==> src/rtl/apb_pkg.sv <==
// Shared types and defaults for the APB master bridge.
package apb_pkg;

    localparam int unsigned APB_ADDR_W = 32;
    localparam int unsigned APB_DATA_W = 32;

    typedef enum logic [1:0] {
        StIdle   = 2'd0,
        StSetup  = 2'd1,
        StAccess = 2'd2,
        StResp   = 2'd3
    } apb_state_e;

    typedef struct packed {
        logic [APB_DATA_W-1:0] rdata;
        logic                  err;
    } apb_rsp_t;

endpackage

==> src/rtl/apb_master_bridge.sv <==
// Converts a valid/ready command stream into single APB transfers, one at a time,
// returning read data or a timeout error on a valid/ready response channel.
module apb_master_bridge
    import apb_pkg::*;
#(
    parameter int unsigned ADDR_W  = APB_ADDR_W,
    parameter int unsigned DATA_W  = APB_DATA_W,
    parameter int unsigned TIMEOUT = 16
) (
    input  logic              pclk,
    input  logic              prst_n,
    input  logic              req_valid,
    output logic              req_ready,
    input  logic              req_write,
    input  logic [ADDR_W-1:0] req_addr,
    input  logic [DATA_W-1:0] req_wdata,
    output logic              rsp_valid,
    input  logic              rsp_ready,
    output logic [DATA_W-1:0] rsp_rdata,
    output logic              rsp_err,
    output logic              PSEL,
    output logic              PENABLE,
    output logic              PWRITE,
    output logic [ADDR_W-1:0] PADDR,
    output logic [DATA_W-1:0] PWDATA,
    input  logic              PREADY,
    input  logic [DATA_W-1:0] PRDATA
);

    localparam int unsigned CNT_W = (TIMEOUT > 1) ? $clog2(TIMEOUT) : 1;
    localparam logic [CNT_W-1:0] CNT_LAST = CNT_W'(TIMEOUT - 1);

    apb_state_e        r_state,     w_state_nxt;
    logic              r_req_ready, w_req_ready_nxt;
    logic              r_psel,      w_psel_nxt;
    logic              r_penable,   w_penable_nxt;
    logic              r_pwrite,    w_pwrite_nxt;
    logic [ADDR_W-1:0] r_paddr,     w_paddr_nxt;
    logic [DATA_W-1:0] r_pwdata,    w_pwdata_nxt;
    logic              r_rsp_valid, w_rsp_valid_nxt;
    logic [DATA_W-1:0] r_rsp_rdata, w_rsp_rdata_nxt;
    logic              r_rsp_err,   w_rsp_err_nxt;
    logic [CNT_W-1:0]  r_cnt,       w_cnt_nxt;

    always_comb begin
        w_state_nxt     = r_state;
        w_req_ready_nxt = r_req_ready;
        w_psel_nxt      = r_psel;
        w_penable_nxt   = r_penable;
        w_pwrite_nxt    = r_pwrite;
        w_paddr_nxt     = r_paddr;
        w_pwdata_nxt    = r_pwdata;
        w_rsp_valid_nxt = r_rsp_valid;
        w_rsp_rdata_nxt = r_rsp_rdata;
        w_rsp_err_nxt   = r_rsp_err;
        w_cnt_nxt       = r_cnt;

        unique case (r_state)
            StIdle: begin
                if (req_valid && r_req_ready) begin
                    w_state_nxt     = StSetup;
                    w_req_ready_nxt = 1'b0;
                    w_psel_nxt      = 1'b1;
                    w_pwrite_nxt    = req_write;
                    w_paddr_nxt     = req_addr;
                    w_pwdata_nxt    = req_wdata;
                end
            end
            StSetup: begin
                w_state_nxt   = StAccess;
                w_penable_nxt = 1'b1;
                w_cnt_nxt     = '0;
            end
            StAccess: begin
                // PREADY takes priority over an expiring counter on the same edge.
                if (PREADY || (r_cnt == CNT_LAST)) begin
                    w_state_nxt     = StResp;
                    w_psel_nxt      = 1'b0;
                    w_penable_nxt   = 1'b0;
                    w_rsp_valid_nxt = 1'b1;
                    w_rsp_err_nxt   = !PREADY;
                    w_rsp_rdata_nxt = (PREADY && !r_pwrite) ? PRDATA : '0;
                end else begin
                    w_cnt_nxt = r_cnt + CNT_W'(1);
                end
            end
            StResp: begin
                if (rsp_ready) begin
                    w_state_nxt     = StIdle;
                    w_rsp_valid_nxt = 1'b0;
                    w_req_ready_nxt = 1'b1;
                end
            end
            default: begin
                w_state_nxt = StIdle;
            end
        endcase
    end

    always_ff @(posedge pclk or negedge prst_n) begin
        if (!prst_n) begin
            r_state     <= StIdle;
            r_req_ready <= 1'b1;
            r_psel      <= 1'b0;
            r_penable   <= 1'b0;
            r_pwrite    <= 1'b0;
            r_paddr     <= '0;
            r_pwdata    <= '0;
            r_rsp_valid <= 1'b0;
            r_rsp_rdata <= '0;
            r_rsp_err   <= 1'b0;
            r_cnt       <= '0;
        end else begin
            r_state     <= w_state_nxt;
            r_req_ready <= w_req_ready_nxt;
            r_psel      <= w_psel_nxt;
            r_penable   <= w_penable_nxt;
            r_pwrite    <= w_pwrite_nxt;
            r_paddr     <= w_paddr_nxt;
            r_pwdata    <= w_pwdata_nxt;
            r_rsp_valid <= w_rsp_valid_nxt;
            r_rsp_rdata <= w_rsp_rdata_nxt;
            r_rsp_err   <= w_rsp_err_nxt;
            r_cnt       <= w_cnt_nxt;
        end
    end

    assign req_ready = r_req_ready;
    assign rsp_valid = r_rsp_valid;
    assign rsp_rdata = r_rsp_rdata;
    assign rsp_err   = r_rsp_err;
    assign PSEL      = r_psel;
    assign PENABLE   = r_penable;
    assign PWRITE    = r_pwrite;
    assign PADDR     = r_paddr;
    assign PWDATA    = r_pwdata;

endmodule
==> config.mk <==
export PLATFORM = sky130hd
export DESIGN_NAME = apb_master_bridge
export DESIGN_NICKNAME = d
export VERILOG_FILES = /design/src/rtl/apb_pkg.sv /design/src/rtl/apb_master_bridge.sv
export SDC_FILE = /design/constraint.sdc
export NUM_CORES = 1
export LEC_CHECK = 0
export BUFFER_PORTS_ARGS = -buffer_cell sky130_fd_sc_hd__buf_2
export CAP_MARGIN = 20
export CORE_UTILIZATION = 25
export DETAILED_ROUTE_END_ITERATION = 7
export PLACE_DENSITY = 0.54
export SKIP_CTS_REPAIR_TIMING = 1
export SKIP_LAST_GASP = 1
export SLEW_MARGIN = 20
export SYNTH_ARGS = -nofsm -noshare
export SYNTH_HDL_FRONTEND = slang
export SYNTH_SLANG_ARGS = --single-unit
==> constraint.sdc <==
create_clock -name pclk -period 1.9 [get_ports pclk]
set_input_delay 0.19 -clock pclk [delete_from_list [all_inputs] [get_ports pclk]]
set_output_delay 0.19 -clock pclk [all_outputs]
set_load 0.03 [all_outputs]
==> results.tsv <==
metric	value	unit
status	complete, no violations	
ant_nets	0	
fillers	1611	
slowest_stage	nand2b_4	
drv_cap	0	
max_stage_delay	430	ps
totalWireLength	9971	µm
wl_per_cell	14.10	µm
crit_path_max_fanout	32	
ys_seq_elements	108	
grt_max_degree	109	
hold_slack	48.15	ps
setup_total_negative_slack	0	ps
rsz0062_at_grt	false	
firstDrtPassIters	6	
gp_congestion	0.7786	
arrival	1990	ps
hp-class	in2reg	
finalClockSkew	6.989	ps
port_buffers	203	
chipWidth	132.1	µm
route.detailed.drc	0	
finalCritPeriodShare	90.02	%
endpoint_kind	register	
critPathBufInv	0	
path_clk_slew	70	ps
crit_path_start_kind	register	
grt_pass1_vias	3043	
final_area	0.005799	mm²
critPathTopFamily	compound AO/OA/AOI/OAI gates	
synth_most_common_cell	dfrtp_1	
vias_per_cell	4.272	
yosysSeqAreaShare	63.93	%
finalPower	10870	µW
num_vias	3020	
final_layout_size_suffix_gt1_share	47.43	%
synth.avg_cell_area	15.32	µm²
ios	204	
maxSlewViolCount	0	
synthTopCellsByArea	dfrtp_1 (63%), mux2_1 (17%), a22o_1 (6.6%)	
peakVddDrop	0.6283	mV
synth_nets	384	
drtIter0Drc	94	
post-synth-top-area-cell	dfrtp_1	
cts.sinks	108	
synthFlopType	dfrtp_1	
cts_tree	done	
setup-violations-final	0	
synth_common_cells	dfrtp_1 (107), mux2_1 (65), a22o_1 (32)	
track_usage	12.00	%
cts_htree_levels	3	
antenna_found_initial	0	
antenna_cells	0	
placed_area	0.005483	mm²
crit_chain	ha_1, a31oi_4, nand2b_4, a22o_1	
clock_latency	350	ps
hpwl	7311	µm
final_core_util	35.10	%
cts_buffers	9	
p_leak	0.003021	µW
synth_cell_types	33	
async_flop_share	100.0	%
ys_warn_count	0	
powerDensity	1874	mW/mm²
coreArea	0.01652	mm²
period_needed	1710	ps
synth_top_cell_area_share	63.31	%
start_util	25.59	%
timing.fmax	584.7	MHz
slew_headroom	60.66	%
synth_area	0.004229	mm²
dieArea	0.01744	mm²
synth-edff-count	0	
nets	591	
syn_inst	276	
area_growth	37.13	%
die_y	132.1	µm
grt_pass1_wl	16310	µm
clockBufferDepth	2	
tightest_slew	590.0	ps
critPathKind	reg2reg	
hold_viol	0	
critPathRequiredTime	2180	ps
cts-root-buf	clkbuf_16	
rows	47	
gr-total-overflow	0	
## placed cells by master (no fill, tap or decap), types with 3 or more instances in the layout
cell type    n
a21oi_1      7
a22o_1      32
buf_2      202
buf_4        5
clkbuf_16    9
dfrtp_1    107
ha_1         6
inv_1        6
mux2_1      65
nand2_1      7
o21ai_1      3
## state kept, by name, indices dropped and copies added, names as in the netlist
register / count
PADDR: 32
PENABLE: 1
PSEL: 1
PWDATA: 32
PWRITE: 1
r_cnt: 4
r_state: 2
req_ready: 1
rsp_err: 1
rsp_rdata: 32
rsp_valid: 1
## cell type report
type | count | area (µm²) | share of cell area, %
clock inverter | 5 | 77.57 | 1.338
timing repair buffer | 210 | 1099 | 18.94
clock buffer | 10 | 229.0 | 3.948
multi-input combinational | 146 | 1385 | 23.88
sequential | 108 | 2704 | 46.62
inverter | 8 | 30.03 | 0.5178
tap | 220 | 275.3 | 4.746
## stage by stage
stage               setup WS (ps)  cells
floorplan                   365.8    276
global placement            267.4    691
detailed placement          188.4    691
CTS                         176.1    706
global route                95.39    707
finish                      189.6    707
## kinds of logic after synthesis
logic type	count (synthesis)	synth area share, %
buffers and inverters	22	3.610
multiplexers	66	17.54
AO/OA/AOI/OAI	54	10.24
flip-flops	108	63.94
XOR/XNOR	1	0.2071
AND/OR/NAND/NOR	19	2.693
adder cells (fa/ha/maj)	6	1.775
## layer usage
layer	part of all wire (%)	global-route usage [%]	up-vias	wire, µm
met5	0	0	-	0
met4	3.0	6.395	0	297
met3	5.5	2.691	20	549
met2	48	19.19	126	4834
met1	43	15.14	1452	4290
li1	-	-	1422	-
## final timing paths
check | from | to | slack, ps | depth (start not counted)
worst max-delay path | r_cnt[0]$_DFFE_PN0P_ | rsp_rdata[15]$_DFFE_PN0P_ | 190 | 4
worst min-delay path | req_addr[9] | PADDR[9]$_DFFE_PN0P_ | 50 | 2
max in group asynchronous | prst_n | rsp_rdata[2]$_DFFE_PN0P_ | 980 | 3
worst min register to register | PWDATA[20]$_DFFE_PN0P_ | PWDATA[20]$_DFFE_PN0P_ | 480 | 1
worst max register to register | r_cnt[0]$_DFFE_PN0P_ | rsp_rdata[15]$_DFFE_PN0P_ | 190 | 4
min in group asynchronous | prst_n | PADDR[10]$_DFFE_PN0P_ | 440 | 3
## report_power, final
group          switching (µW)  leakage, µW  internal (µW)  total, µW
logic                    3330      0.00152           1650       4970
clock network             813     0.000148           1140       1960
registers                 554      0.00135           3380       3940
total                    4690      0.00302           6180      10900
Power figures use the tool's default switching activity.
